$ cat src/rtl/pe_lane_mac.sv
// pe_lane_mac: multi-lane signed multiply-accumulate engine.
//
// Each job computes, for every lane l, a dot product of a stream of weight words
// (one weight per lane) with a stream of activations that are broadcast to all
// lanes. The running sum starts from zero (mode 0) or from a partial-sum word
// (mode 1). Weight, activation and partial-sum inputs each pass through their
// own small FIFO, so an upstream producer can prefetch the next job while the
// current result is still waiting to be taken.
//
// Ports:
//   clk             sole clock, rising edge
//   aclr            synchronous active-high reset
//   cfg_len         products per dot product, sampled in IDLE
//   cfg_mode        0 = start from zero, 1 = start from partial sum, sampled in IDLE
//   W_DataIn*       weight stream, Lanes x DataWidth, lane 0 in LSBs
//   I_DataIn*       activation stream, DataWidth, broadcast to all lanes
//   O_DataIn*       partial-sum stream, Lanes x AccWidth, lane 0 in LSBs
//   O_DataOut*      result, Lanes x AccWidth, lane 0 in LSBs; valid/ready handshake

// Small synchronous FIFO with register-array storage. Data at the read pointer
// is presented combinationally so the consumer can use it in the pop cycle.
module pe_lane_fifo #(
  parameter int Width = 16,
  parameter int Depth = 4
) (
  input  logic             clk,
  input  logic             aclr,
  input  logic             push_valid,
  input  logic [Width-1:0] push_data,
  output logic             rdy,
  input  logic             pop,
  output logic [Width-1:0] pop_data,
  output logic             empty
);
  localparam int PtrWidth = $clog2(Depth);
  localparam logic [PtrWidth-1:0] PtrOne    = PtrWidth'(1);
  localparam logic [PtrWidth:0]   CountOne  = (PtrWidth + 1)'(1);
  localparam logic [PtrWidth:0]   CountFull = (PtrWidth + 1)'(Depth);

  logic [Width-1:0]    mem [Depth];
  logic [PtrWidth-1:0] wr_ptr_reg;
  logic [PtrWidth-1:0] rd_ptr_reg;
  logic [PtrWidth:0]   count_reg;
  logic [PtrWidth:0]   count_next;
  logic                full;
  logic                do_push;
  logic                do_pop;

  assign full  = (count_reg == CountFull);
  assign empty = (count_reg == '0);
  // Ready depends only on occupancy (never on a same-cycle pop) and is forced
  // low while reset is held.
  assign rdy      = !full && !aclr;
  assign do_push  = push_valid && rdy;
  assign do_pop   = pop && !empty;
  assign pop_data = mem[rd_ptr_reg];

  always_comb begin
    count_next = count_reg;
    if (do_push && !do_pop) begin
      count_next = count_reg + CountOne;
    end else if (!do_push && do_pop) begin
      count_next = count_reg - CountOne;
    end
  end

  always_ff @(posedge clk) begin
    if (aclr) begin
      wr_ptr_reg <= '0;
      rd_ptr_reg <= '0;
      count_reg  <= '0;
    end else begin
      if (do_push) begin
        wr_ptr_reg <= wr_ptr_reg + PtrOne;
      end
      if (do_pop) begin
        rd_ptr_reg <= rd_ptr_reg + PtrOne;
      end
      count_reg <= count_next;
    end
  end

  // Storage has no reset; occupancy alone decides what is readable.
  always_ff @(posedge clk) begin
    if (do_push) begin
      mem[wr_ptr_reg] <= push_data;
    end
  end
endmodule

module pe_lane_mac #(
  parameter int DataWidth = 16,
  parameter int AccWidth  = 40,
  parameter int Lanes     = 4,
  parameter int FifoDepth = 4
) (
  input  logic                        clk,
  input  logic                        aclr,
  input  logic [7:0]                  cfg_len,
  input  logic                        cfg_mode,
  input  logic                        W_DataInValid,
  output logic                        W_DataInRdy,
  input  logic [Lanes*DataWidth-1:0]  W_DataIn,
  input  logic                        I_DataInValid,
  output logic                        I_DataInRdy,
  input  logic [DataWidth-1:0]        I_DataIn,
  input  logic                        O_DataInValid,
  output logic                        O_DataInRdy,
  input  logic [Lanes*AccWidth-1:0]   O_DataIn,
  output logic                        O_DataOutValid,
  input  logic                        O_DataOutRdy,
  output logic [Lanes*AccWidth-1:0]   O_DataOut
);
  typedef enum logic [1:0] {
    IDLE = 2'd0,
    LOAD = 2'd1,
    ACC  = 2'd2,
    DONE = 2'd3
  } state_t;

  state_t state_reg;
  state_t state_next;
  logic [7:0] len_reg;
  logic [7:0] len_next;
  logic       mode_reg;
  logic       mode_next;
  logic [7:0] count_reg;
  logic [7:0] count_next;
  logic [7:0] count_inc;

  logic [Lanes*AccWidth-1:0] acc_reg;
  logic [Lanes*AccWidth-1:0] acc_next;
  logic acc_clear;
  logic acc_load;
  logic acc_mac;

  logic w_pop;
  logic i_pop;
  logic o_pop;
  logic w_empty;
  logic i_empty;
  logic o_empty;
  logic [Lanes*DataWidth-1:0] w_data;
  logic [DataWidth-1:0]       i_data;
  logic [Lanes*AccWidth-1:0]  o_data;

  pe_lane_fifo #(.Width(Lanes*DataWidth), .Depth(FifoDepth)) u_w_fifo (
    .clk        (clk),
    .aclr       (aclr),
    .push_valid (W_DataInValid),
    .push_data  (W_DataIn),
    .rdy        (W_DataInRdy),
    .pop        (w_pop),
    .pop_data   (w_data),
    .empty      (w_empty)
  );

  pe_lane_fifo #(.Width(DataWidth), .Depth(FifoDepth)) u_i_fifo (
    .clk        (clk),
    .aclr       (aclr),
    .push_valid (I_DataInValid),
    .push_data  (I_DataIn),
    .rdy        (I_DataInRdy),
    .pop        (i_pop),
    .pop_data   (i_data),
    .empty      (i_empty)
  );

  pe_lane_fifo #(.Width(Lanes*AccWidth), .Depth(FifoDepth)) u_o_fifo (
    .clk        (clk),
    .aclr       (aclr),
    .push_valid (O_DataInValid),
    .push_data  (O_DataIn),
    .rdy        (O_DataInRdy),
    .pop        (o_pop),
    .pop_data   (o_data),
    .empty      (o_empty)
  );

  assign count_inc = count_reg + 8'd1;

  // Job sequencer. The engine never idles: after a result is taken it returns
  // to IDLE for one cycle, samples the configuration, and starts the next job.
  always_comb begin
    state_next = state_reg;
    len_next   = len_reg;
    mode_next  = mode_reg;
    count_next = count_reg;
    acc_clear  = 1'b0;
    acc_load   = 1'b0;
    acc_mac    = 1'b0;
    w_pop      = 1'b0;
    i_pop      = 1'b0;
    o_pop      = 1'b0;
    unique case (state_reg)
      IDLE: begin
        len_next   = cfg_len;
        mode_next  = cfg_mode;
        state_next = LOAD;
      end
      LOAD: begin
        if (!mode_reg) begin
          acc_clear  = 1'b1;
          count_next = 8'd0;
          state_next = (len_reg == 8'd0) ? DONE : ACC;
        end else if (!o_empty) begin
          o_pop      = 1'b1;
          acc_load   = 1'b1;
          count_next = 8'd0;
          state_next = (len_reg == 8'd0) ? DONE : ACC;
        end
      end
      ACC: begin
        if (!w_empty && !i_empty) begin
          w_pop      = 1'b1;
          i_pop      = 1'b1;
          acc_mac    = 1'b1;
          count_next = count_inc;
          // Finish on the same edge as the final pop.
          if (count_inc == len_reg) begin
            state_next = DONE;
          end
        end
      end
      DONE: begin
        if (O_DataOutRdy) begin
          state_next = IDLE;
        end
      end
      default: begin
        state_next = IDLE;
      end
    endcase
  end

  // Per-lane datapath: signed product, sign-extended to the accumulator width,
  // summed with natural two's-complement wrap.
  logic signed [DataWidth-1:0] i_data_s;
  assign i_data_s = i_data;

  for (genvar gi = 0; gi < Lanes; gi++) begin : g_lane
    logic signed [DataWidth-1:0]   w_lane;
    logic signed [2*DataWidth-1:0] prod;
    logic [AccWidth-1:0]           prod_ext;
    logic [AccWidth-1:0]           acc_lane;
    logic [AccWidth-1:0]           acc_lane_next;

    assign w_lane   = w_data[gi*DataWidth +: DataWidth];
    assign prod     = w_lane * i_data_s;
    assign prod_ext = AccWidth'(prod);
    assign acc_lane = acc_reg[gi*AccWidth +: AccWidth];

    assign acc_lane_next = acc_clear ? '0 :
                           acc_load  ? o_data[gi*AccWidth +: AccWidth] :
                           acc_mac   ? (acc_lane + prod_ext) :
                                       acc_lane;

    assign acc_next[gi*AccWidth +: AccWidth] = acc_lane_next;
  end

  always_ff @(posedge clk) begin
    if (aclr) begin
      state_reg <= IDLE;
      len_reg   <= 8'd0;
      mode_reg  <= 1'b0;
      count_reg <= 8'd0;
      acc_reg   <= '0;
    end else begin
      state_reg <= state_next;
      len_reg   <= len_next;
      mode_reg  <= mode_next;
      count_reg <= count_next;
      acc_reg   <= acc_next;
    end
  end

  // The accumulator only moves in LOAD/ACC, so the result is inherently
  // stable for as long as DONE is held by backpressure.
  assign O_DataOutValid = (state_reg == DONE);
  assign O_DataOut      = acc_reg;
endmodule

$ cat config.mk
export PLATFORM = sky130hd
export DESIGN_NAME = pe_lane_mac
export DESIGN_NICKNAME = d
export VERILOG_FILES = /design/src/rtl/pe_lane_mac.sv
export SDC_FILE = /design/constraint.sdc
export NUM_CORES = 2
export LEC_CHECK = 0
export ABC_AREA = 0
export CORE_AREA = 2 2 452 454
export CTS_BUF_LIST = sky130_fd_sc_hd__clkbuf_8 sky130_fd_sc_hd__clkbuf_16
export DETAILED_ROUTE_END_ITERATION = 8
export DIE_AREA = 0 0 454 456
export PLACE_DENSITY = 0.67
export SETUP_SLACK_MARGIN = 0.02
export SLEW_MARGIN = 20
export SYNTH_ARGS = -nofsm -noshare
export SYNTH_HDL_FRONTEND = slang
export SYNTH_HIERARCHICAL = 1
export SYNTH_SLANG_ARGS = --single-unit
$ cat constraint.sdc
create_clock -name clk -period 11.35 [get_ports clk]
set_clock_uncertainty 0.15 [all_clocks]
set_input_delay 2.27 -clock clk [delete_from_list [all_inputs] [get_ports clk]]
set_output_delay 2.27 -clock clk [all_outputs]
set_load 0.005 [all_outputs]
Word level (Yosys, flattened, before mapping)
Memories as Yosys holds them, arrays and structs flattened. A register that Yosys moved wholly into a read port is not among the register bits.
Index checks and enable logic that the tools add are counted.

word-level totals
  bits in registers = 200
  RAM bits = 960
  memories kept = 3

cells by class
  add/subtract/negate cells = 17
  multiply operators = 4
  eq/ne operators = 11
  mux-type cells = 44
  reduce and logical (&&, ||, !) cells = 42

memories
  memory        words  width  rd ports  clocked after memory_dff  wr ports  RTL line  text
  u_o_fifo.mem  4      160    1         1                         1         40        logic [Width-1:0] mem [Depth];
  u_w_fifo.mem  4      64     1         1                         1         40
  u_i_fifo.mem  4      16     1         1                         1         40

operator list
  kind                 number
  $mux 40              8
  $add 40x40->40       4
  $mul 16x16->32       4
  $mux 8               3
  $mux 2               11
  $mux 3               6
  $logic_and 1x1->1    16
  $pmux 8 s2           1
  $mux 1               14
  $logic_not 1->1      13
  $add 2x1->2 const B  6
  $reduce_bool 2->1    5
  $add 3x1->3 const B  3
  $eq 3x3->1 const B   3
  $logic_not 3->1      3
  $sub 3x1->3 const B  3
  $add 8x1->8 const B  1
  $eq 8x8->1           1
  $logic_not 8->1      1
  $pmux 2 s4           1
  $eq 2x2->1 const B   2
  $ne 2x2->1 const B   2
  $reduce_and 4->1     1
  $ne 3x3->1 const B   1
  5 further kinds      5

Depth between registers and ports, before layout
  depth after elaboration = 9
  mapped depth = 42
  mapped depth without buffers = 38

Cells and area by module
The synthesis kept the hierarchy.

by module, submodules not included
  module                    times used  cells an instance  area an instance (um^2)  sequential area each (um^2)
  pe_lane_mac               1           6368               54571.1                  3583.4
  pe_lane_fifo at u_o_fifo  1           882                23522.6                  19398.6
  pe_lane_fifo at u_w_fifo  1           380                9785.6                   7867.5
  pe_lane_fifo at u_i_fifo  1           130                2796.4                   2102.0

Worst setup path after synthesis
No wires, ideal clock.

  path kind = register to register
  start = register (tool-made name)
  end = register acc_reg[39] (netlist: O_DataOut[39])
  data arrival time = 9.293 ns
  path slack = 1.837 ns
  cell stages (with the launch flop) = 35
  clock period less this slack = 9.513 ns
  path through = dfxtp_1 buf_6 buf_12 mux4_2 clkbuf_1 nand2_1 inv_1 fa_1 fa_1 fa_1 fa_1 fa_1 inv_1 fa_1 inv_1 ha_1 a21o_1 a21o_1 a211oi_1 o21ai_0 a211o_1 and3_1 and3_1 a311oi_1 ha_1 a21o_1 a21oi_1 nor2b_1 or4_1 a21oi_1 o31a_1 xnor2_1 nand2_1 xor2_1 a21oi_1

RTL lines
  what                  RTL line  text
  end signal, assigned  273       acc_reg <= acc_next;
  end, declared         131       logic [Lanes*AccWidth-1:0] acc_reg;

==> qor.csv <==
stage,metric,value,unit
global_routing,grt_overflow,0,
setup_path,startpoint_type,flop,
logic_synthesis,synth_largest_area_cell,edfxtp_1,
cells_and_area,area_delta_synth_final,12.14,%
cells_and_area,final_cells,10850,
global_routing,grt_pass1_vias,61850,
setup_path,endpoint_kind,flop,
setup_path,crit_required,11.87,ns
timing,worst_pin_slew,1.159,ns
setup_path,cp_data_arrival_time,11.13,ns
global_routing,antenna_found_initial,33,
place,place_inst,10610,
logic_synthesis,syn-cell-area,90680,um2
global_routing,track_usage,24.16,%
timing,fin_crit_sh,93.51,%
logic_synthesis,async_flop_share,0,%
timing,setup_tns,0,ns
floorplan,die_x,454,um
cells_and_area,final_util,50.41,%
floorplan,start_util,44.96,%
clock_network,clk_pin_slew,0.06,ns
setup_path,cp_max_fo,21,
setup_path,cp_common_cell,fa_1,
floorplan,die-area,207000,um2
clock_network,htree_levels,3,
logic_synthesis,synth_edf_count,960,
place,dp_hpwl,184500,um
place,io_buffers,418,
global_routing,grt_max_degree,126,
routing,drt-total-wl,245100,um
logic_synthesis,synthTopCellsByArea,"edfxtp_1, fa_1, ha_1",
routing,post_drt_via_cell_ratio,5.485,
logic_synthesis,yosysUniqueCellTypes,100,
logic_synthesis,yosysWarnings,6,
logic_synthesis,synth.ff_latch_count,1166,
clock_network,postCtsSetupRepairBufs,0,
routing,drtPass1Iterations,6,
clock_network,numCtsBuffers,119,
setup_path,path_delay_family,adder cells,
worst_hold_path,hp-class,reg2reg,
timing,hold_viol_final,0,
cells_and_area,final_common_cell,inv_1,
timing,slew_headroom,22.44,%
cells_and_area,fillers,17540,
timing,rsz0062_at_grt,false,
logic_synthesis,syn_nets,9583,
logic_synthesis,syn_area_per_cell,11.69,um2
cells_and_area,drive_above_1_share,7.094,%
logic_synthesis,yosysSeqAreaShare,36.34,%
logic_synthesis,synth_top_area_share,31.79,%
cells_and_area,mostFrequentLayoutCells,"inv_1, fa_1, edfxtp_1, nand2_1, ha_1",
floorplan,placementRows,165,
floorplan,ios,419,
clock_network,clk_latency,0.79,ns
clock_network,cts_tree,built,
routing,drc,0,
timing,max_freq,94.22,MHz
timing,finalCriticalPeriod,10.61,ns
setup_path,critPathBufInv,5,
status,status,completed,
cells_and_area,largest_reg_flops,640,
flow_run,cap_viol_max_count,0,
cells_and_area,largest-register,u_o_fifo/mem,
cells_and_area,regArea,32960,um2
floorplan,core,201700,um2
setup_path,cpPeakStageDelay,1.01,ns
clock_network,cts.sinks,1166,
setup_path,crit_type,reg2reg,
global_routing,grt_pass1_wl,382000,um
floorplan,die_h,456,um
cells_and_area,multi_input_area,51800,um2
cells_and_area,nets,9880,
clock_network,ctsLongestPathBuffers,3,
routing,detail_route.wl_per_cell,22.59,um
clock_network,root_buffer,clkbuf_16,
logic_synthesis,syn_inst,7760,
setup_path,slowest_stage,mux4_1,
timing,drv_slew,0,
timing,setup_viol,0,
routing,via_count,59510,
routing,ant_nets,0,
routing,drt_iter0_drc,4893,
place,gp_congestion,0.9264,
logic_synthesis,ys.flop_type,edfxtp_1,
==> metrics by stage <==
step,area (um2),hold slack (ns),worst slack (ns)
6_report,101700,0.3565,0.7364
3_3_place_gp,97580,0.3409,0.8525
4_1_cts,101600,0.3617,0.6629
3_5_place_dp,97580,0.3477,0.7201
2_1_floorplan,90680,0.3250,1.837
5_1_grt,101700,0.3908,0.05085
==> cell type report <==
| cell class | count | area share, % |
|---|---|---|
| Antenna cell | 15 | 0.03692 |
| Multi-Input combinational cell | 5064 | 50.95 |
| Clock inverter | 103 | 0.9992 |
| Sequential cell | 1166 | 32.42 |
| Tap cell | 2672 | 3.288 |
| Clock buffer | 123 | 2.983 |
| Timing Repair Buffer | 505 | 4.888 |
| Inverter | 1201 | 4.439 |
==> layer usage <==
metal	vias to the layer above	track usage [%]	share of wire (%)
li1	26620	-	-
met1	30550	35.23	45
met2	1960	36.46	45
met3	355	4.081	6.7
met4	22	8.418	3.7
met5	-	0	0.055
==> tightest hold or removal path, stage by stage, from the launching register on <==
cell and delay [ns]:
dfxtp_1 0.33, nand2_1 0.06, a311oi_1 0.07
==> kinds of logic after synthesis <==
logic type,after synthesis,share of synthesized area [%]
flip-flops,1166,36.34
adder cells (fa/ha/maj),1568,30.37
AND/OR/NAND/NOR,1915,10.24
buffers and inverters,1530,6.598
XOR/XNOR,284,2.758
AO/OA/AOI/OAI,1028,7.384
multiplexers,269,6.311
==> cell usage after synthesis, types with 7 or more instances <==
master,n
nand4_1,18
ha_1,513
a211o_1,8
o21bai_1,35
nand2b_1,52
xnor2_1,197
a211oi_1,31
nand3_1,46
fa_1,1055
dfxtp_1,206
nor3_1,51
a31oi_1,23
mux2i_1,25
buf_6,14
a311o_1,7
o221ai_1,8
or2_2,10
xor2_1,86
clkbuf_1,265
a21o_1,114
a21oi_1,319
and3_1,31
mux4_2,236
o31a_1,10
buf_2,28
nand2_1,752
a311oi_1,73
o211ai_1,27
or3_1,20
o21a_1,57
inv_1,1199
nor2b_1,27
and2_1,516
buf_1,14
o21ai_0,211
o311ai_0,7
nor4_1,11
o31ai_1,13
nor2_1,331
nand3b_1,12
edfxtp_1,960
==> what timing repair did <==
action,in CTS,in global routing
endpoints found under the hold margin,0,0
hold buffers,0,0
resized for setup,0,2
endpoints found under the setup margin,0,2
==> path summary, 6_finish.rpt <==
path              slack, ns  depth (start not counted)        endpoint          start
setup / recovery       0.74                         35  O_DataOut[159]           flop
hold / removal         0.36                          2   O_DataOut[61]  O_DataOut[61]
setup reg to reg       0.74                         35  O_DataOut[159]           flop
hold reg to reg        0.36                          2   O_DataOut[61]  O_DataOut[61]
Power is left out: the tool's default activity adds up to more than one toggle a clock period on the data nets, which glitch-free logic cannot reach.
